--- src/rtl/time_set_pkg.sv ---
// Shared types and default constants for the time-set controller.
package time_set_pkg;

  typedef enum logic [1:0] {
    IDLE,
    HOLD,
    REPEAT
  } set_state_t;

  typedef enum logic {
    MIN,
    HOUR
  } owner_t;

  localparam int TICKS_PER_MIN_DEF = 12000;
  localparam int DEBOUNCE_CYC_DEF  = 4;
  localparam int REPEAT_DELAY_DEF  = 100;
  localparam int REPEAT_PERIOD_DEF = 20;
  localparam int PRESC_W           = 14;

endpackage

--- src/rtl/button_debounce.sv ---
// Two-flop synchronizer followed by a level debouncer for one raw push button.
module button_debounce
  import time_set_pkg::*;
#(
  parameter int DEBOUNCE_CYC = DEBOUNCE_CYC_DEF
) (
  input  logic clk,
  input  logic rst_n,
  input  logic raw,
  output logic level
);

  localparam int CW = (DEBOUNCE_CYC > 1) ? $clog2(DEBOUNCE_CYC) : 1;
  localparam logic [CW-1:0] CNT_MAX = CW'(DEBOUNCE_CYC - 1);

  logic          sync1;
  logic          sync2;
  logic [CW-1:0] cnt;

  // NOTE: non-blocking assignments make every flop see pre-edge values, which the sync chain relies on.
  always_ff @(posedge clk) begin
    if (!rst_n) begin
      sync1 <= 1'b0;
      sync2 <= 1'b0;
      cnt   <= '0;
      level <= 1'b0;
    end else begin
      sync1 <= raw;
      sync2 <= sync1;
      // Any sample that agrees with the current level restarts the run.
      if (sync2 != level) begin
        if (cnt == CNT_MAX) begin
          level <= sync2;
          cnt   <= '0;
        end else begin
          cnt <= cnt + 1'b1;
        end
      end else begin
        cnt <= '0;
      end
    end
  end

endmodule

--- src/rtl/time_set_controller.sv ---
// Minute prescaler plus button-driven set FSM with auto-repeat for a clock sequencer.
// Optional: SECONDS_CLEAR_ON_SET_EN makes each minute-set pulse restart the prescaler.
module time_set_controller
  import time_set_pkg::*;
#(
  parameter int TICKS_PER_MIN = TICKS_PER_MIN_DEF,
  parameter int DEBOUNCE_CYC  = DEBOUNCE_CYC_DEF,
  parameter int REPEAT_DELAY  = REPEAT_DELAY_DEF,
  parameter int REPEAT_PERIOD = REPEAT_PERIOD_DEF
) (
  input  logic Clock,
  input  logic nReset,
  input  logic BtnMin,
  input  logic BtnHour,
  output logic Tick,
  output logic SyncMinOut,
  output logic SyncHourOut,
  output logic Setting
);

  localparam int RMAX = (REPEAT_DELAY > REPEAT_PERIOD) ? REPEAT_DELAY : REPEAT_PERIOD;
  localparam int RW   = $clog2(RMAX + 1);
  localparam logic [RW-1:0]      DELAY_MAX  = RW'(REPEAT_DELAY - 1);
  localparam logic [RW-1:0]      PERIOD_MAX = RW'(REPEAT_PERIOD - 1);
  localparam logic [PRESC_W-1:0] TICK_MAX   = PRESC_W'(TICKS_PER_MIN - 1);

  logic min_level;
  logic hour_level;

  button_debounce #(.DEBOUNCE_CYC(DEBOUNCE_CYC)) u_min_db (
    .clk   (Clock),
    .rst_n (nReset),
    .raw   (BtnMin),
    .level (min_level)
  );

  button_debounce #(.DEBOUNCE_CYC(DEBOUNCE_CYC)) u_hour_db (
    .clk   (Clock),
    .rst_n (nReset),
    .raw   (BtnHour),
    .level (hour_level)
  );

  set_state_t         state_q, state_d;
  owner_t             owner_q, owner_d;
  logic [RW-1:0]      rep_cnt_q, rep_cnt_d;
  logic [PRESC_W-1:0] presc_q, presc_d;
  logic               tick_pend_q, tick_pend_d;
  logic               pulse;
  logic               owner_level;
  logic               sync_min_d, sync_hour_d, tick_d;
  logic               wrap, tick_req;

  // NOTE: every always_comb output gets a default first, so no path can infer a latch.
  always_comb begin
    state_d     = state_q;
    owner_d     = owner_q;
    rep_cnt_d   = rep_cnt_q;
    pulse       = 1'b0;
    owner_level = (owner_q == HOUR) ? hour_level : min_level;

    case (state_q)
      IDLE: begin
        // HOUR is tested first so it wins a simultaneous press.
        if (hour_level) begin
          state_d   = HOLD;
          owner_d   = HOUR;
          rep_cnt_d = '0;
          pulse     = 1'b1;
        end else if (min_level) begin
          state_d   = HOLD;
          owner_d   = MIN;
          rep_cnt_d = '0;
          pulse     = 1'b1;
        end
      end
      HOLD: begin
        if (!owner_level) begin
          state_d = IDLE;
        end else if (rep_cnt_q == DELAY_MAX) begin
          state_d   = REPEAT;
          rep_cnt_d = '0;
          pulse     = 1'b1;
        end else begin
          rep_cnt_d = rep_cnt_q + 1'b1;
        end
      end
      REPEAT: begin
        if (!owner_level) begin
          state_d = IDLE;
        end else if (rep_cnt_q == PERIOD_MAX) begin
          rep_cnt_d = '0;
          pulse     = 1'b1;
        end else begin
          rep_cnt_d = rep_cnt_q + 1'b1;
        end
      end
      default: state_d = IDLE;
    endcase

    sync_min_d  = pulse && (owner_d == MIN);
    sync_hour_d = pulse && (owner_d == HOUR);

    // A tick that collides with a set pulse slips one cycle via tick_pend.
    wrap        = (presc_q == TICK_MAX);
    presc_d     = wrap ? '0 : presc_q + 1'b1;
    tick_req    = wrap || tick_pend_q;
    tick_d      = tick_req && !pulse;
    tick_pend_d = tick_req && pulse;
`ifdef SECONDS_CLEAR_ON_SET_EN
    if (sync_min_d) begin
      presc_d     = '0;
      tick_d      = 1'b0;
      tick_pend_d = 1'b0;
    end
`else
`endif
  end

  always_ff @(posedge Clock) begin
    if (!nReset) begin
      state_q     <= IDLE;
      owner_q     <= MIN;
      rep_cnt_q   <= '0;
      presc_q     <= '0;
      tick_pend_q <= 1'b0;
      Tick        <= 1'b0;
      SyncMinOut  <= 1'b0;
      SyncHourOut <= 1'b0;
      Setting     <= 1'b0;
    end else begin
      state_q     <= state_d;
      owner_q     <= owner_d;
      rep_cnt_q   <= rep_cnt_d;
      presc_q     <= presc_d;
      tick_pend_q <= tick_pend_d;
      Tick        <= tick_d;
      SyncMinOut  <= sync_min_d;
      SyncHourOut <= sync_hour_d;
      Setting     <= (state_d != IDLE);
    end
  end

endmodule

--- config.mk ---
export PLATFORM = sky130hd
export DESIGN_NAME = time_set_controller
export DESIGN_NICKNAME = d
export VERILOG_FILES = /design/src/rtl/time_set_pkg.sv /design/src/rtl/button_debounce.sv /design/src/rtl/time_set_controller.sv
export SDC_FILE = /design/constraint.sdc
export NUM_CORES = 1
export LEC_CHECK = 0
export ABC_CLOCK_PERIOD_IN_PS = 4800
export CAP_MARGIN = 10
export CORE_ASPECT_RATIO = 0.6
export CORE_MARGIN = 2
export CORE_UTILIZATION = 40
export DETAILED_ROUTE_END_ITERATION = 12
export GPL_ROUTABILITY_DRIVEN = 0
export PLACE_DENSITY_LB_ADDON = 0.25
export SYNTH_ARGS = -nofsm -noshare
export SYNTH_HDL_FRONTEND = slang
export SYNTH_SLANG_ARGS = --single-unit
--- constraint.sdc ---
create_clock -name Clock -period 4.8 [get_ports Clock]
set_input_delay 0.48 -clock Clock [delete_from_list [all_inputs] [get_ports Clock]]
set_output_delay 0.48 -clock Clock [all_outputs]
set_load 0.02 [all_outputs]
==> run_summary.xml, run 1 <==
<?xml version="1.0" encoding="UTF-8"?>
<metrics>
  <group name="clock_tree">
    <metric name="cts_made_buffers" unit="">5</metric>
    <metric name="post_cts_buffers" unit="">0</metric>
    <metric name="clock_insertion_delay_worst_skew" unit="ns">0.29</metric>
    <metric name="ctsRootBufferMaster" unit="">clkbuf_8</metric>
    <metric name="clock_tree.buffer_depth" unit="">2</metric>
    <metric name="ctsHoldBuffers" unit="">0</metric>
    <metric name="reg_clk_slew_reported_paths" unit="ns">0.08</metric>
    <metric name="ctsResizeCount" unit="">0</metric>
    <metric name="htree_num_levels" unit="">2</metric>
    <metric name="cts_num_sinks" unit="">39</metric>
    <metric name="cts_tree" unit="">done</metric>
  </group>
  <group name="setup_path">
    <metric name="critical_path.max_fanout" unit="">11</metric>
    <metric name="rrSetupSlack" unit="ns">2.66</metric>
    <metric name="critPathRequiredTime" unit="ns">4.97</metric>
    <metric name="timing.critical_path.buf_inv" unit="">1</metric>
    <metric name="worst_setup_path_end_kind" unit="">flip-flop</metric>
    <metric name="cpLargestDelayFamily" unit="">compound AO/OA/AOI/OAI gates</metric>
    <metric name="critical_path.startpoint_type" unit="">flip-flop</metric>
    <metric name="slowest_delay" unit="ns">0.60</metric>
    <metric name="critical_path.cell_chain" unit="">inv_1, ha_1, or2_2, a211oi_2, nand2b_1, o221ai_1</metric>
    <metric name="cp_data_arrival_time" unit="ns">2.31</metric>
    <metric name="critical_path.slowest_cell" unit="">a211oi_2</metric>
    <metric name="crit_type" unit="">reg -&gt; reg</metric>
  </group>
  <group name="timing">
    <metric name="slew_headroom" unit="%">56.3</metric>
    <metric name="setup_tns" unit="ns">0</metric>
    <metric name="clock.fmax" unit="GHz">0.466</metric>
    <metric name="post-route-period-util" unit="%">44.7</metric>
    <metric name="period_minus_ws_final" unit="ns">2.14</metric>
    <metric name="timing_worst_slew_pin_value" unit="ns">0.654</metric>
    <metric name="finalSetupViolCount" unit="">0</metric>
    <metric name="hold_violations" unit="">0</metric>
    <metric name="grt_setup_unrepaired" unit="">no</metric>
    <metric name="fin_worst_skew" unit="ns">0.00711</metric>
    <metric name="slew_violations" unit="">0</metric>
    <metric name="fin_ws" unit="ns">2.66</metric>
  </group>
  <group name="global_route">
    <metric name="grt_start_max_net_pins" unit="">14</metric>
    <metric name="grt_pass1_vias" unit="">1251</metric>
    <metric name="grt_first_pass_wirelength" unit="mm">5.70</metric>
    <metric name="antenna_violations_before_repair" unit="">0</metric>
    <metric name="global_routing_usage_summed_across_all_routing_layers" unit="%">13.8</metric>
    <metric name="grt_remaining_overflow" unit="">0</metric>
  </group>
  <group name="pwr">
    <metric name="p_leak" unit="nW">0.709</metric>
    <metric name="share_clk_of_total_power" unit="%">44.1</metric>
    <metric name="share_comb_of_total_power" unit="%">2.4</metric>
    <metric name="worst_ir_drop_vdd" unit="V">0.000200</metric>
    <metric name="power.net_switching" unit="W">0.000129</metric>
    <metric name="powerDensity" unit="mW/mm²">297</metric>
    <metric name="power.share.switching" unit="%">20.9</metric>
    <metric name="intPower" unit="W">0.000488</metric>
    <metric name="power.sequential.fraction" unit="%">53.5</metric>
  </group>
  <group name="synth">
    <metric name="synthesis.area_per_instance" unit="µm²">9.23</metric>
    <metric name="ys_top_cells_by_area" unit="">dfxtp_1, xnor2_1, ha_1, nor2_1, o2111ai_1</metric>
    <metric name="post-synth-top-area-fraction" unit="%">42.1</metric>
    <metric name="post_synth_instance_area" unit="mm²">0.00186</metric>
    <metric name="share_of_the_yosys_chip_area_belonging_to_registers" unit="%">42.1</metric>
    <metric name="netlist_instances" unit="">201</metric>
    <metric name="synth_seq_cells" unit="">39</metric>
    <metric name="yosys_warnings" unit="">0</metric>
    <metric name="synth_edf_count" unit="">0</metric>
    <metric name="postSynth.asyncResetShare" unit="%">0</metric>
    <metric name="post_synth_num_cell_types" unit="">49</metric>
    <metric name="library_cell_occupying_the_most_area_in_the_post_synthesis_netlist" unit="">dfxtp_1</metric>
    <metric name="synth_nets" unit="">213</metric>
    <metric name="ys_dominant_reg_cell" unit="">dfxtp_1</metric>
  </group>
  <group name="flow_run">
    <metric name="max_cap_viol_count" unit="">0</metric>
  </group>
  <group name="finish">
    <metric name="fraction_of_final_layout_cells_sized_beyond_drive_strength_1" unit="%">8.10</metric>
    <metric name="area_of_all_placed_cells_without_fillers" unit="mm²">0.00208</metric>
    <metric name="antenna-diode-count" unit="">0</metric>
    <metric name="layout_common_cells" unit="">dfxtp_1, nor2_1, inv_1</metric>
    <metric name="layout_commonest_cell" unit="">dfxtp_1</metric>
    <metric name="syn_to_final_growth" unit="%">12.1</metric>
    <metric name="fillerInstances" unit="">452</metric>
    <metric name="finalNetCount" unit="">221</metric>
  </group>
  <group name="die">
    <metric name="fp.dieW" unit="µm">91.9</metric>
    <metric name="initial_core_util" unit="%">41.1</metric>
    <metric name="core_region_area" unit="mm²">0.00452</metric>
    <metric name="floorplan.die_area" unit="mm²">0.00522</metric>
    <metric name="floorplan.die.height" unit="µm">56.8</metric>
    <metric name="ios" unit="">8</metric>
    <metric name="number_of_cell_rows" unit="">19</metric>
  </group>
  <group name="route">
    <metric name="drt.antenna.violating_nets" unit="">0</metric>
    <metric name="total_vias_in_the_final_route" unit="">1411</metric>
    <metric name="wirelength" unit="mm">3.38</metric>
    <metric name="wl_per_cell" unit="µm">12.4</metric>
    <metric name="drt_pass1_iterations" unit="">4</metric>
    <metric name="vias_per_cell" unit="">5.17</metric>
    <metric name="drt_initial_violations" unit="">124</metric>
    <metric name="detail_route.drc_violations" unit="">0</metric>
  </group>
  <group name="place">
    <metric name="dp_worst_setup_slack" unit="ns">2.58</metric>
    <metric name="dp_hpwl" unit="mm">2.42</metric>
    <metric name="port_buffers" unit="">7</metric>
    <metric name="place_area" unit="mm²">0.00197</metric>
  </group>
  <group name="run_status">
    <metric name="outcome" unit="">finished, final reports clean</metric>
  </group>
  <group name="min_path">
    <metric name="hold_path_class" unit="">reg -&gt; reg</metric>
  </group>
</metrics>
==> stage by stage <==
step           std cells  hold slack (ns)  total power (W)  utilization (%)
4_1_cts              273            0.439         0.000628             46.1
2_1_floorplan        201            0.405         0.000349                -
3_5_place_dp         265            0.419         0.000353             43.6
6_report             273            0.432         0.000618             46.1
5_1_grt              273            0.463         0.000643             46.1
3_3_place_gp         265            0.420         0.000354             43.6
==> synthesized netlist by cell type (4+ instances only) <==
master,number
a21oi_1,6
and2_1,4
dfxtp_1,39
ha_1,8
inv_1,13
nand2_1,11
nand2b_1,4
nand3_1,9
nor2_1,22
nor3_1,6
nor4_1,7
o2111ai_1,6
o21ai_0,4
o221ai_1,5
xnor2_1,12
==> metal layers <==
| metal | wire [µm] | GRT usage [%] | part of all wire [%] |
|---|---|---|---|
| met3 | 183 | 4.16 | 5.4 |
| met5 | 0 | 0 | 0 |
| met4 | 40 | 6.18 | 1.2 |
| met2 | 1280 | 18.2 | 38 |
| met1 | 1880 | 20.4 | 55 |
==> kinds of logic after synthesis <==
logic type	count (synthesis)	synth area share, %
and+or+nand+nor	82	24.4
xor gates and xnor gates	14	6.61
AOI/OAI and AO/OA	35	14.7
buffers and inverters	19	4.59
DFF	39	42.1
muxes	4	2.23
adders and majority gates	8	5.39
==> power groups by stage <==
| stage | Clock (W) | Sequential, W | Combinational (W) |
|---|---|---|---|
| 3_5_place_dp | 0 | 0.000338 | 0.0000149 |
| 3_3_place_gp | 0 | 0.000338 | 0.0000153 |
| 6_report | 0.000272 | 0.000331 | 0.0000148 |
| 5_1_grt | 0.000294 | 0.000332 | 0.0000169 |
| 2_1_floorplan | 0 | 0.000338 | 0.0000109 |
| 4_1_cts | 0.000282 | 0.000331 | 0.0000151 |
==> sequential cells by signal (all words and copies together), names as in the netlist, 2 cells and up <==
register	count
u_min_db.cnt	2
u_hour_db.cnt	2
presc_q	14
state_q	2
rep_cnt_q	7
==> final timing paths <==
path,from,to,depth (start not counted)
setup reg to reg,state_q[0],rep_cnt_q[5],6
hold reg to reg,u_hour_db.cnt[0],u_hour_db.cnt[0],1
setup / recovery,state_q[0],rep_cnt_q[5],6
hold / removal,u_hour_db.cnt[0],u_hour_db.cnt[0],1
==> layout make-up <==
| cell class | count | area (µm²) | area share, % |
|---|---|---|---|
| Sequential cell | 39 | 781 | 37.5 |
| Tap cell | 63 | 78.8 | 3.79 |
| Multi-Input combinational cell | 143 | 990 | 47.6 |
| Clock inverter | 3 | 43.8 | 2.10 |
| Clock buffer | 5 | 68.8 | 3.31 |
| Inverter | 13 | 48.8 | 2.35 |
| Timing Repair Buffer | 7 | 70.1 | 3.37 |
No activity file was read; power rests on OpenSTA's default activity.
==> run 2, diff against run 1 <==
--- a/config.mk
+++ b/config.mk
@@ -5,7 +5,7 @@
 export SDC_FILE = /design/constraint.sdc
 export NUM_CORES = 1
 export LEC_CHECK = 0
-export ABC_CLOCK_PERIOD_IN_PS = 4800
+export ABC_CLOCK_PERIOD_IN_PS = 1800
 export CAP_MARGIN = 10
 export CORE_ASPECT_RATIO = 0.6
 export CORE_MARGIN = 2
==> constraint.sdc (replaced) <==
create_clock -name Clock -period 1.8 [get_ports Clock]
set_input_delay 0.18 -clock Clock [delete_from_list [all_inputs] [get_ports Clock]]
set_output_delay 0.18 -clock Clock [all_outputs]
set_load 0.02 [all_outputs]
==> run_summary.xml, run 2 (synthesized netlist as in run 1, its figures left out) <==
<?xml version="1.0" encoding="UTF-8"?>
<metrics>
  <group name="global_route">
    <metric name="grt_start_max_net_pins" unit="">14</metric>
    <metric name="grt_remaining_overflow" unit="">0</metric>
    <metric name="antenna_violations_before_repair" unit="">0</metric>
    <metric name="grt_first_pass_wirelength" unit="mm">6.31</metric>
    <metric name="grt_pass1_vias" unit="">1328</metric>
    <metric name="global_routing_usage_summed_across_all_routing_layers" unit="%">15.3</metric>
  </group>
  <group name="route">
    <metric name="wl_per_cell" unit="µm">12.5</metric>
    <metric name="vias_per_cell" unit="">5.02</metric>
    <metric name="drt_pass1_iterations" unit="">4</metric>
    <metric name="total_vias_in_the_final_route" unit="">1462</metric>
    <metric name="wirelength" unit="mm">3.64</metric>
    <metric name="drt_initial_violations" unit="">79</metric>
    <metric name="detail_route.drc_violations" unit="">0</metric>
    <metric name="drt.antenna.violating_nets" unit="">0</metric>
  </group>
  <group name="die">
    <metric name="fp.dieW" unit="µm">91.9</metric>
    <metric name="ios" unit="">8</metric>
    <metric name="floorplan.die_area" unit="mm²">0.00522</metric>
    <metric name="initial_core_util" unit="%">41.1</metric>
    <metric name="floorplan.die.height" unit="µm">56.8</metric>
    <metric name="core_region_area" unit="mm²">0.00452</metric>
    <metric name="number_of_cell_rows" unit="">19</metric>
  </group>
  <group name="finish">
    <metric name="syn_to_final_growth" unit="%">20.2</metric>
    <metric name="post-route-util" unit="%">49.4</metric>
    <metric name="finalNetCount" unit="">239</metric>
    <metric name="largest_registers" unit="">presc_q (14), rep_cnt_q (7)</metric>
    <metric name="layout_commonest_cell" unit="">dfxtp_1</metric>
    <metric name="layout_common_cells" unit="">dfxtp_1, nor2_1, buf_4</metric>
    <metric name="largest_register_ff_count" unit="">14</metric>
    <metric name="top_register" unit="">presc_q</metric>
    <metric name="area_of_all_placed_cells_without_fillers" unit="mm²">0.00223</metric>
    <metric name="antenna-diode-count" unit="">0</metric>
    <metric name="fraction_of_final_layout_cells_sized_beyond_drive_strength_1" unit="%">16.2</metric>
  </group>
  <group name="clock_tree">
    <metric name="clock_tree.buffer_depth" unit="">2</metric>
    <metric name="cts_tree" unit="">done</metric>
    <metric name="reg_clk_slew_reported_paths" unit="ns">0.08</metric>
    <metric name="ctsHoldBuffers" unit="">0</metric>
    <metric name="htree_num_levels" unit="">2</metric>
    <metric name="clock_insertion_delay_worst_skew" unit="ns">0.29</metric>
    <metric name="ctsRootBufferMaster" unit="">clkbuf_8</metric>
    <metric name="cts_made_buffers" unit="">5</metric>
    <metric name="cts_num_sinks" unit="">39</metric>
  </group>
  <group name="place">
    <metric name="place_area" unit="mm²">0.00210</metric>
    <metric name="dp_hpwl" unit="mm">2.67</metric>
    <metric name="port_buffers" unit="">7</metric>
  </group>
  <group name="pwr">
    <metric name="powerDensity" unit="mW/mm²">741</metric>
    <metric name="power.share.switching" unit="%">20.8</metric>
    <metric name="power.sequential.fraction" unit="%">53.4</metric>
    <metric name="intPower" unit="W">0.00131</metric>
    <metric name="p_leak" unit="nW">0.809</metric>
    <metric name="power.net_switching" unit="W">0.000344</metric>
    <metric name="worst_ir_drop_vdd" unit="V">0.000462</metric>
    <metric name="share_comb_of_total_power" unit="%">2.8</metric>
    <metric name="share_clk_of_total_power" unit="%">43.8</metric>
  </group>
  <group name="min_path">
    <metric name="hold_path_class" unit="">reg -&gt; reg</metric>
  </group>
  <group name="timing">
    <metric name="fin_worst_skew" unit="ns">0.0143</metric>
    <metric name="clock.fmax" unit="GHz">0.594</metric>
    <metric name="post-route-period-util" unit="%">93.6</metric>
    <metric name="period_minus_ws_final" unit="ns">1.68</metric>
    <metric name="timing_worst_slew_pin_value" unit="ns">0.387</metric>
    <metric name="finalSetupViolCount" unit="">0</metric>
    <metric name="setup_tns" unit="ns">0</metric>
    <metric name="slew_violations" unit="">0</metric>
    <metric name="grt_setup_unrepaired" unit="">no</metric>
    <metric name="slew_headroom" unit="%">74.2</metric>
    <metric name="hold_violations" unit="">0</metric>
  </group>
  <group name="setup_path">
    <metric name="critical_path.max_fanout" unit="">6</metric>
    <metric name="crit_type" unit="">reg -&gt; reg</metric>
    <metric name="critical_path.slowest_cell" unit="">dfxtp_2</metric>
    <metric name="cp_data_arrival_time" unit="ns">1.91</metric>
    <metric name="worst_setup_path_end_kind" unit="">flip-flop</metric>
    <metric name="critical_path.startpoint_type" unit="">flip-flop</metric>
    <metric name="critPathRequiredTime" unit="ns">2.02</metric>
    <metric name="cpLargestDelayFamily" unit="">compound AO/OA/AOI/OAI gates</metric>
    <metric name="slowest_delay" unit="ns">0.36</metric>
    <metric name="timing.critical_path.buf_inv" unit="">3</metric>
    <metric name="critical_path.cell_chain" unit="">inv_1, ha_1, or2_2, a211oi_2, buf_4, buf_12, o2111ai_1, o221ai_1</metric>
  </group>
  <group name="flow_run">
    <metric name="max_cap_viol_count" unit="">0</metric>
  </group>
  <group name="run_status">
    <metric name="outcome" unit="">finished, final reports clean</metric>
  </group>
</metrics>
-- run 2: changes by cell type in the layout (fill, tap and decap cells not counted), sizes merged --
cell,before,now
buf,0,18
-- run 2: layout make-up --
type / instances / area (µm²)
inverter: 13 / 48.8
sequential: 39 / 783
timing repair buffer: 25 / 218
clock inverter: 3 / 43.8
tap: 63 / 78.8
multi-input combinational: 143 / 990
fill: 437 / 2290
clock buffer: 5 / 68.8
-- run 2: final timing paths --
path | from | to | slack (ns) | cells after the start
setup / recovery | state_q[1] | rep_cnt_q[3] | 0.12 | 8
hold / removal | u_hour_db.cnt[0] | u_hour_db.cnt[0] | 0.43 | 1
setup reg to reg | state_q[1] | rep_cnt_q[3] | 0.12 | 8
hold reg to reg | u_hour_db.cnt[0] | u_hour_db.cnt[0] | 0.43 | 1
-- run 2: metrics by stage --
step	total power (W)	setup slack, ns	hold slack, ns	std cells
2_1_floorplan	0.000930	0.172	0.307	201
3_3_place_gp	0.000949	0.101	0.417	282
3_5_place_dp	0.000949	0.0432	0.419	282
4_1_cts	0.00168	0.0170	0.437	290
5_1_grt	0.00173	0.00833	0.452	291
6_report	0.00165	0.116	0.432	291
-- run 2: worst register-to-register path, stage by stage, from the launching register on --
cell and delay [ns]:
dfxtp_2 0.36, inv_1 0.07, ha_1 0.19, or2_2 0.32
a211oi_2 0.21, buf_4 0.18, buf_12 0.11, o2111ai_1 0.10
o221ai_1 0.09
-- run 2: layer usage --
layer  wire [µm]  part of all wire (%)  GRT usage, %  up-vias
met5           0                     0             0        -
met4          38                   1.0          5.12        0
met3         125                   3.4          4.16        5
met2        1360                    37          19.9       13
met1        2110                    58          23.9      671
li1            -                     -             -      773
-- run 2: power groups by stage --
| stage | logic (W) | clock network [W] | registers, W |
|---|---|---|---|
| finish | 0.0000465 | 0.000724 | 0.000882 |
| floorplan | 0.0000291 | 0 | 0.000901 |
| global route | 0.0000525 | 0.000792 | 0.000884 |
| detailed placement | 0.0000471 | 0 | 0.000902 |
| CTS | 0.0000471 | 0.000751 | 0.000882 |
| global placement | 0.0000471 | 0 | 0.000902 |
-- run 2: what timing repair did --
action,CTS,global route
buffers inserted,0,1
gates resized for setup,0,4
endpoints found under the setup margin,0,7
